<file path="src/rtl/felica_pkg.sv">
// FeliCa deframer shared definitions: FSM state type, default sync word and
// the CRC-16/CCITT constants plus a single-bit CRC update helper.
package felica_pkg;

  typedef enum logic [2:0] {
    ST_HUNT = 3'd0,
    ST_LEN  = 3'd1,
    ST_DATA = 3'd2,
    ST_CRC  = 3'd3,
    ST_DONE = 3'd4
  } felica_state_e;

  localparam logic [15:0] SYNC_WORD_DEFAULT = 16'hB24D;
  localparam logic [15:0] CRC_POLY          = 16'h1021;
  localparam logic [15:0] CRC_INIT          = 16'h0000;

  // One MSB-first CRC-16/CCITT step (no reflection, no final XOR).
  function automatic logic [15:0] crc16_step(input logic [15:0] crc, input logic din);
    logic fb;
    fb = crc[15] ^ din;
    crc16_step = {crc[14:0], 1'b0} ^ (fb ? CRC_POLY : 16'h0000);
  endfunction

endpackage

</file>
<file path="src/rtl/felica_crc16.sv">
// Bit-serial CRC-16/CCITT engine (poly 0x1021, init 0x0000). Updates on the
// falling clock edge to stay aligned with the deframer's state changes.
module felica_crc16
  import felica_pkg::*;
(
  input  logic        clk,
  input  logic        rst_n,
  input  logic        clr,
  input  logic        bit_en,
  input  logic        bit_in,
  output logic [15:0] crc
);

  logic [15:0] crc_r;

  // CRC register: clear has priority over a bit update.
  always_ff @(negedge clk or negedge rst_n) begin
    if (!rst_n) begin
      crc_r <= CRC_INIT;
    end else if (clr) begin
      crc_r <= CRC_INIT;
    end else if (bit_en) begin
      crc_r <= crc16_step(crc_r, bit_in);
    end
  end

  assign crc = crc_r;

endmodule

</file>
<file path="src/rtl/felica_deframer.sv">
// FeliCa frame deframer: hunts for preamble + sync, then assembles the LEN,
// payload and two CRC bytes from a decoded Manchester bit stream.
// Optional feature macro: FELICA_DEFRAMER_CRC_CHECK_EN compiles in the CRC
// engine; without it crc_ok simply reports "no abort" at frame_end.
module felica_deframer
  import felica_pkg::*;
#(
  parameter logic [15:0] SYNC_WORD = SYNC_WORD_DEFAULT,
  parameter int          PRE_MIN   = 16,
  parameter logic [7:0]  MAX_LEN   = 8'd254
) (
  input  logic       ck_1356meg,
  input  logic       rst_n,
  input  logic       bit_valid,
  input  logic       bit_in,
  input  logic       carrier_lost,
  output logic [7:0] byte_data,
  output logic       byte_valid,
  output logic       frame_start,
  output logic       frame_end,
  output logic       crc_ok,
  output logic       frame_err
);

  localparam logic [5:0] PRE_MIN_C = 6'(PRE_MIN);

  felica_state_e state_r;
  felica_state_e state_s;

  // Hunt datapath: 15 stored bits plus the incoming bit form the 16-bit
  // window. pre_ok_r remembers, per stored bit, whether the zero run before
  // that bit was long enough, so the check refers to the window's first bit.
  logic [14:0] shift_r;
  logic [14:0] pre_ok_r;
  logic [5:0]  zero_run_r;
  logic [15:0] shift_next_s;

  // Byte assembly and frame bookkeeping.
  logic [2:0]  bit_cnt_r;
  logic [6:0]  byte_sr_r;
  logic [7:0]  rem_r;
  logic        crc_byte_r;

  logic        in_frame_s;
  logic        hunt_bit_s;
  logic        rx_bit_s;
  logic        abort_s;
  logic        sync_hit_s;
  logic        byte_done_s;
  logic [7:0]  byte_s;
  logic        len_bad_s;
  logic        crc_match_s;

  // Next values of the registered outputs.
  logic [7:0]  byte_data_s;
  logic        byte_valid_s;
  logic        frame_start_s;
  logic        frame_end_s;
  logic        crc_ok_s;
  logic        frame_err_s;

  logic [7:0]  byte_data_r;
  logic        byte_valid_r;
  logic        frame_start_r;
  logic        frame_end_r;
  logic        crc_ok_r;
  logic        frame_err_r;

  // carrier_lost always wins over a coincident bit strobe.
  assign in_frame_s   = (state_r == ST_LEN) || (state_r == ST_DATA) || (state_r == ST_CRC);
  assign hunt_bit_s   = (state_r == ST_HUNT) && bit_valid && !carrier_lost;
  assign rx_bit_s     = in_frame_s && bit_valid && !carrier_lost;
  assign abort_s      = in_frame_s && carrier_lost;
  assign shift_next_s = {shift_r, bit_in};
  assign sync_hit_s   = hunt_bit_s && (shift_next_s == SYNC_WORD) && pre_ok_r[14];
  assign byte_s       = {byte_sr_r, bit_in};
  assign byte_done_s  = rx_bit_s && (bit_cnt_r == 3'd7);
  assign len_bad_s    = (byte_s < 8'd2) || (byte_s > MAX_LEN);

`ifdef FELICA_DEFRAMER_CRC_CHECK_EN
  logic [15:0] crc_calc_s;
  logic [14:0] crc_rx_r;
  logic        crc_clr_s;
  logic        crc_en_s;

  // The CRC covers the LEN byte and the payload only.
  assign crc_clr_s = (state_r == ST_HUNT);
  assign crc_en_s  = rx_bit_s && ((state_r == ST_LEN) || (state_r == ST_DATA));

  felica_crc16 u_crc16 (
    .clk    (ck_1356meg),
    .rst_n  (rst_n),
    .clr    (crc_clr_s),
    .bit_en (crc_en_s),
    .bit_in (bit_in),
    .crc    (crc_calc_s)
  );

  // Collect the first 15 received CRC bits; the 16th is compared on the fly.
  always_ff @(negedge ck_1356meg or negedge rst_n) begin
    if (!rst_n) begin
      crc_rx_r <= 15'd0;
    end else if (state_r == ST_HUNT) begin
      crc_rx_r <= 15'd0;
    end else if (rx_bit_s && (state_r == ST_CRC)) begin
      crc_rx_r <= {crc_rx_r[13:0], bit_in};
    end
  end

  assign crc_match_s = (crc_calc_s == {crc_rx_r, bit_in});
`else
  assign crc_match_s = 1'b1;
`endif

  // FSM state register.
  always_ff @(negedge ck_1356meg or negedge rst_n) begin
    if (!rst_n) begin
      state_r <= ST_HUNT;
    end else begin
      state_r <= state_s;
    end
  end

  // FSM next-state logic.
  always_comb begin
    state_s = state_r;
    case (state_r)
      ST_HUNT: begin
        if (sync_hit_s) state_s = ST_LEN;
        else            state_s = ST_HUNT;
      end
      ST_LEN: begin
        if (abort_s)          state_s = ST_DONE;
        else if (byte_done_s) state_s = len_bad_s ? ST_DONE : ST_DATA;
        else                  state_s = ST_LEN;
      end
      ST_DATA: begin
        if (abort_s)                             state_s = ST_DONE;
        else if (byte_done_s && (rem_r == 8'd1)) state_s = ST_CRC;
        else                                     state_s = ST_DATA;
      end
      ST_CRC: begin
        if (abort_s)                         state_s = ST_DONE;
        else if (byte_done_s && crc_byte_r)  state_s = ST_DONE;
        else                                 state_s = ST_CRC;
      end
      ST_DONE: state_s = ST_HUNT;
      default: state_s = ST_HUNT;
    endcase
  end

  // FSM output logic: next values of the registered output strobes.
  always_comb begin
    byte_valid_s  = byte_done_s && !((state_r == ST_LEN) && len_bad_s);
    frame_start_s = sync_hit_s;
    frame_end_s   = (state_s == ST_DONE) && (state_r != ST_DONE);
    frame_err_s   = frame_end_s && (abort_s || (state_r == ST_LEN));
    crc_ok_s      = frame_end_s && !frame_err_s && crc_match_s;
    if (byte_valid_s) begin
      byte_data_s = byte_s;
    end else begin
      byte_data_s = byte_data_r;
    end
  end

  // Output registers.
  always_ff @(negedge ck_1356meg or negedge rst_n) begin
    if (!rst_n) begin
      byte_data_r   <= 8'd0;
      byte_valid_r  <= 1'b0;
      frame_start_r <= 1'b0;
      frame_end_r   <= 1'b0;
      crc_ok_r      <= 1'b0;
      frame_err_r   <= 1'b0;
    end else begin
      byte_data_r   <= byte_data_s;
      byte_valid_r  <= byte_valid_s;
      frame_start_r <= frame_start_s;
      frame_end_r   <= frame_end_s;
      crc_ok_r      <= crc_ok_s;
      frame_err_r   <= frame_err_s;
    end
  end

  // Sync hunt: shift window, zero-run counter and per-bit preamble flags.
  always_ff @(negedge ck_1356meg or negedge rst_n) begin
    if (!rst_n) begin
      shift_r    <= 15'd0;
      pre_ok_r   <= 15'd0;
      zero_run_r <= 6'd0;
    end else if (state_r == ST_DONE) begin
      shift_r    <= 15'd0;
      pre_ok_r   <= 15'd0;
      zero_run_r <= 6'd0;
    end else if ((state_r == ST_HUNT) && carrier_lost) begin
      zero_run_r <= 6'd0;
    end else if (hunt_bit_s) begin
      shift_r  <= shift_next_s[14:0];
      pre_ok_r <= {pre_ok_r[13:0], (zero_run_r >= PRE_MIN_C)};
      if (bit_in) begin
        zero_run_r <= 6'd0;
      end else if (zero_run_r != 6'd63) begin
        zero_run_r <= zero_run_r + 6'd1;
      end
    end
  end

  // Byte assembly, payload countdown and CRC-byte tracking; an abort drops
  // any partially received byte.
  always_ff @(negedge ck_1356meg or negedge rst_n) begin
    if (!rst_n) begin
      bit_cnt_r  <= 3'd0;
      byte_sr_r  <= 7'd0;
      rem_r      <= 8'd0;
      crc_byte_r <= 1'b0;
    end else if (!in_frame_s || abort_s) begin
      bit_cnt_r  <= 3'd0;
      byte_sr_r  <= 7'd0;
      crc_byte_r <= 1'b0;
    end else if (rx_bit_s) begin
      bit_cnt_r <= bit_cnt_r + 3'd1;
      byte_sr_r <= byte_s[6:0];
      if (byte_done_s && (state_r == ST_LEN)) begin
        rem_r <= byte_s - 8'd1;
      end else if (byte_done_s && (state_r == ST_DATA)) begin
        rem_r <= rem_r - 8'd1;
      end else if (byte_done_s && (state_r == ST_CRC)) begin
        crc_byte_r <= 1'b1;
      end
    end
  end

  assign byte_data   = byte_data_r;
  assign byte_valid  = byte_valid_r;
  assign frame_start = frame_start_r;
  assign frame_end   = frame_end_r;
  assign crc_ok      = crc_ok_r;
  assign frame_err   = frame_err_r;

endmodule

</file>
<file path="config.mk">
export PLATFORM = sky130hd
export DESIGN_NAME = felica_deframer
export DESIGN_NICKNAME = d
export VERILOG_FILES = /design/src/rtl/felica_pkg.sv /design/src/rtl/felica_crc16.sv /design/src/rtl/felica_deframer.sv
export SDC_FILE = /design/constraint.sdc
export NUM_CORES = 1
export LEC_CHECK = 0
export BUFFER_PORTS_ARGS = -buffer_cell sky130_fd_sc_hd__buf_2
export CAP_MARGIN = 20
export CORE_ASPECT_RATIO = 1.1
export CORE_MARGIN = 2
export CORE_UTILIZATION = 39
export DETAILED_ROUTE_END_ITERATION = 16
export SYNTH_ARGS = -nofsm -noshare
export SYNTH_HDL_FRONTEND = slang
export SYNTH_SLANG_ARGS = --single-unit
</file>
<file path="constraint.sdc">
create_clock -name ck_1356meg -period 2.7 [get_ports ck_1356meg]
set_input_delay 0.54 -clock ck_1356meg [delete_from_list [all_inputs] [get_ports ck_1356meg]]
set_output_delay 0.54 -clock ck_1356meg [all_outputs]
set_load 0.1 [all_outputs]
</file>
Word level (Yosys, flattened, before mapping)
Index checks and enable logic that the tools add are counted.

Register bits: 71. Bits in latches: 0. RAM bits: 0. ROM bits: 0. Input port bits: 5. Output and inout bits: 13. Word-level logic and storage cells: 105. Memories kept: 0.

$add $sub $neg: 4. $mul: 0. Divide/modulo/power cells: 0. $lt $le $gt $ge: 3. Equal/unequal tests: 13. Shift-type cells: 0. Multiplexer cells: 31. Bitwise gates (word level): 1. Reductions and logical operators: 39.

Operators by type and width (number): 15-bit 2-to-1 mux (6); 6-bit 2-to-1 mux (5); 3-bit 2-to-1 mux (8); 1-bit logical AND (19); 16-bit equality test (second input constant) (1); 8-bit 2-to-1 mux (2); 8-bit by 1-bit subtractor with 8-bit output (second input constant) (2); 7-bit 2-to-1 mux (2); 3-bit one-hot mux with 4 select lines (1); 3-bit equality test (second input constant) (3); 8-bit by 1-bit equality test with 1-bit output (second input constant) (1); 8-bit greater-than comparator (second input constant) (1); 8-bit by 2-bit < comparator with 1-bit output (second input constant) (1); 2-bit nonzero test (4); 1-bit 2-to-1 mux (7); 6-bit by 1-bit adder with 6-bit output (second input constant) (1); 3-bit by 2-bit equality test with 1-bit output (second input constant) (2); 6-bit by 5-bit greater-or-equal comparator with 1-bit output (second input constant) (1); 2-bit != test (second input constant) (3); 6-bit != test (second input constant) (1); 1-bit logical OR (5); 1-bit zero test (4); 2-bit AND reduction (2); 4-bit AND reduction (1); 8 further kinds (8).

Longest topological paths before layout
Depth after elaboration: 15. Gate-level depth with buffers: 9.

==> impl_results.md <==
- RSZ-0062 raised after global routing: yes
- Crit Path Max Fanout: 8
- Yosys top cell area share: 53.6%
- Peak supply drop: 0.282 mV
- Synth area leaders: dfrtn_1, nand2_1, o21ai_0
- Yosys warning count: 0
- Final slew viol count: 0
- Initial Util: 39.8%
- DRT Wirelength: 7980 um
- Worst Path Required: 1.52 ns
- Vias in the first global route: 2,609
- Core Footprint: 0.00832 mm2
- Drt initial violations: 149
- # diodes: 0
- Psw: 0.000639 W
- Largest net degree at the start of global routing: 72
- Area grow syn2layout: 47.2%
- Total grt overflow: 0
- Vias post-DR: 2,766
- Clock Power Share: 39.5%
- Max_cap viols: 0
- Clk buf depth: 2
- Post-Route Utilization: 58.6%
- Post-synth top flop: dfrtn_1
- H-tree levels: 3
- Root buf cell: clkbuf_8
- Crit path kind: in -> reg
- Synth Instances: 346
- Slowest stage delay, CP: 0.26 ns
- Worst setup margin: -0.200 ns
- Sequential area share after synthesis: 53.6%
- Routed len/inst: 15.3 um
- Area leader, netlist: dfrtn_1
- Critical Path Source Type: input port
- Setup violators final: 73
- Clock-pin slew on the worst setup and hold paths: 0.05 ns
- #FFs+latches synth: 71
- Post-DP HPWL: 4570 um
- Cell Area, Synth: 0.00331 mm2
- Initial antenna violation count: 0
- Finished Cell Area: 0.00488 mm2
- Total Power: 0.00243 W
- Number of flops mapped to enable cells by yosys: 0
- Pleak: 2.24 nW
- Die Area: 0.00925 mm2
- CP max-delay cell: nor4bb_4
- CTS Sinks: 71
- Ys async rst share: 100%
- Final Hold Fails: 0
- Port bufs: 17
- Num rows: 35
- Via-to-Cell Ratio: 5.30
- Syn Nets: 357
- Antenna viol nets, final: 0
- Kind of end point of the critical path: flop
- Part of the power in registers: 49.5%
- Skew final: 0.00869 ns
- Internal: 0.00179 W
- Placer Congestion: 0.750
- Synth cell types: 40
- Worst min-delay path class: reg -> reg
- I/O pin count: 18
- Outcome: finished with violations
- Worst path cell trace: buf_8 > nor4bb_4 > buf_6 > and3_4 > or4_4 > nor2_2 > a221o_1
- CTS tree: yes
- Clk Latency, worst-skew pair: 0.33 ns
- Combinational share of power: 11.0%
- CP arrival: 1.72 ns
- TritonCTS Buffers: 9
- Sw Ratio: 26.3%
- Worst path top cell family by delay: simple AND/OR/NAND/NOR gates
- Syn avg cell area: 9.57 um2
- Share of layout cells above drive strength 1: 40.1%
- Fillers: 686
- Failing checks: negative setup slack
- GRT Overall Usage: 16.7%
- Slew margin rel.: 61.1%
- PwrDens: 499 mW/mm2
- Worst slack, placed: -0.607 ns
- Number of buffers and inverters on the critical path: 2
- Router iterations before antenna repair: 4
- Placed cell area: 0.00404 mm2
- Worst slew pin tran: 0.583 ns
- First-pass GRT wire length: 12,300 um
- Die H: 101 um
- Post-route DRC violation count: 0
- Die W: 91.9 um
- Nets: 417
[flip-flops by register name, summed over array words and instances, names as in the netlist]
signal	flops
zero_run_r	6
pre_ok_r	15
frame_err	1
crc_byte_r	1
crc_ok	1
byte_valid	1
shift_r	15
byte_sr_r	7
state_r	3
byte_data	8
frame_end	1
rem_r	8
frame_start	1
bit_cnt_r	3
[worst register-to-register path, delay by kind of cell (launching register included)]
| kind | cells | cell delay, ns |
|---|---|---|
| AOI/OAI and AO/OA | 2 | 0.66 |
| and+or+nand+nor | 2 | 0.64 |
| DFF | 1 | 0.43 |
| muxes | 1 | 0.30 |
| buffers and inverters | 1 | 0.18 |
[placed cells by master (no fill, tap or decap), types with 4 or more instances in the layout]
master | Yosys | routed
nand2_4 | 0 | 11
mux2_4 | 0 | 9
o21ai_0 | 40 | 6
nand2b_1 | 6 | 5
buf_4 | 0 | 29
a22o_1 | 11 | 11
nor2_1 | 18 | 15
a31oi_1 | 4 | 4
o21ai_1 | 1 | 23
a21oi_1 | 12 | 8
inv_1 | 7 | 6
o21ai_2 | 0 | 11
xor2_1 | 5 | 5
clkbuf_8 | 0 | 9
buf_6 | 1 | 15
ha_1 | 6 | 5
buf_12 | 0 | 21
nand4_1 | 5 | 5
dfrtn_1 | 71 | 71
nand3_1 | 9 | 7
nor3_1 | 8 | 6
nand2_1 | 74 | 47
nand2_2 | 0 | 16
[power groups by stage]
stage | sequential (W) | clock, W | combinational [W]
after global routing | 0.00121 | 0.00102 | 0.000299
final | 0.00120 | 0.000962 | 0.000268
after detailed placement | 0.00120 | 0 | 0.000169
after floorplan | 0.00119 | 0 | 0.000110
after global placement | 0.00120 | 0 | 0.000163
after CTS | 0.00118 | 0.000973 | 0.000186
[synthesized netlist by cell type, types with 7 or more instances]
| cell | number |
|---|---|
| a21oi_1 | 12 |
| dfrtn_1 | 71 |
| inv_1 | 7 |
| nor2_1 | 18 |
| o21ai_0 | 40 |
| nand2_1 | 74 |
| mux2_2 | 8 |
| clkbuf_1 | 20 |
| a22o_1 | 11 |
| nand3_1 | 9 |
| nor3_1 | 8 |
[through the flow]
| step | std cells | hold slack (ns) | setup TNS [ns] |
|---|---|---|---|
| 6_report | 522 | 0.442 | -8.18 |
| 5_1_grt | 522 | 0.465 | -11.11 |
| 4_1_cts | 508 | 0.435 | -4.95 |
| 3_5_place_dp | 488 | 0.431 | -26.44 |
| 3_3_place_gp | 488 | 0.422 | -25.55 |
| 2_1_floorplan | 346 | 0.401 | -11.52 |
[layer usage]
layer | global-route usage [%] | up-vias | wire length (um)
met5 | 0 | - | 0
met4 | 6.08 | 0 | 90
met3 | 3.52 | 8 | 243
met2 | 27.7 | 52 | 4160
met1 | 21.6 | 1374 | 3480
li1 | - | 1332 | -
[cell families after synthesis]
| group | after synthesis | share of synthesized area, % |
|---|---|---|
| simple gates | 140 | 19.3 |
| buf+inv | 30 | 3.63 |
| flops | 71 | 53.6 |
| mux | 9 | 3.06 |
| fa+ha+maj | 6 | 2.27 |
| xor+xnor | 7 | 1.85 |
| compound gates | 83 | 16.3 |
[final cells by class]
type | instances | area (um2) | area share [%]
Clock buffer | 10 | 128 | 2.62
Clock inverter | 6 | 92.6 | 1.90
Inverter | 7 | 26.3 | 0.539
Multi-Input combinational cell | 246 | 1800 | 36.8
Sequential cell | 71 | 1780 | 36.4
Tap cell | 111 | 139 | 2.85
Timing Repair Buffer | 71 | 917 | 18.8
[what timing repair did]
| action | CTS | global route |
|---|---|---|
| resized for setup | 47 | 67 |
| setup endpoints to repair | 38 | 69 |
| pin swaps | 7 | 35 |
| cloned | 0 | 7 |
| buffers inserted | 4 | 9 |
| hold buffers | 0 | 0 |
| hold endpoints to repair | 0 | 0 |
[path summary, 6_finish.rpt]
path / from / end / slack [ns] / cells past startpoint
max: carrier_lost / rem_r[5] / -0.20 / 7
min: rem_r[3] / rem_r[3] / 0.44 / 2
max reg2reg: byte_sr_r[4] / byte_data[4] / 0.35 / 6
min reg2reg: rem_r[3] / rem_r[3] / 0.44 / 2
max in group asynchronous: rst_n / rem_r[0] / 0.89 / 2
min in group asynchronous: rst_n / byte_valid / 1.44 / 2
Power figures use the tool's default switching activity.
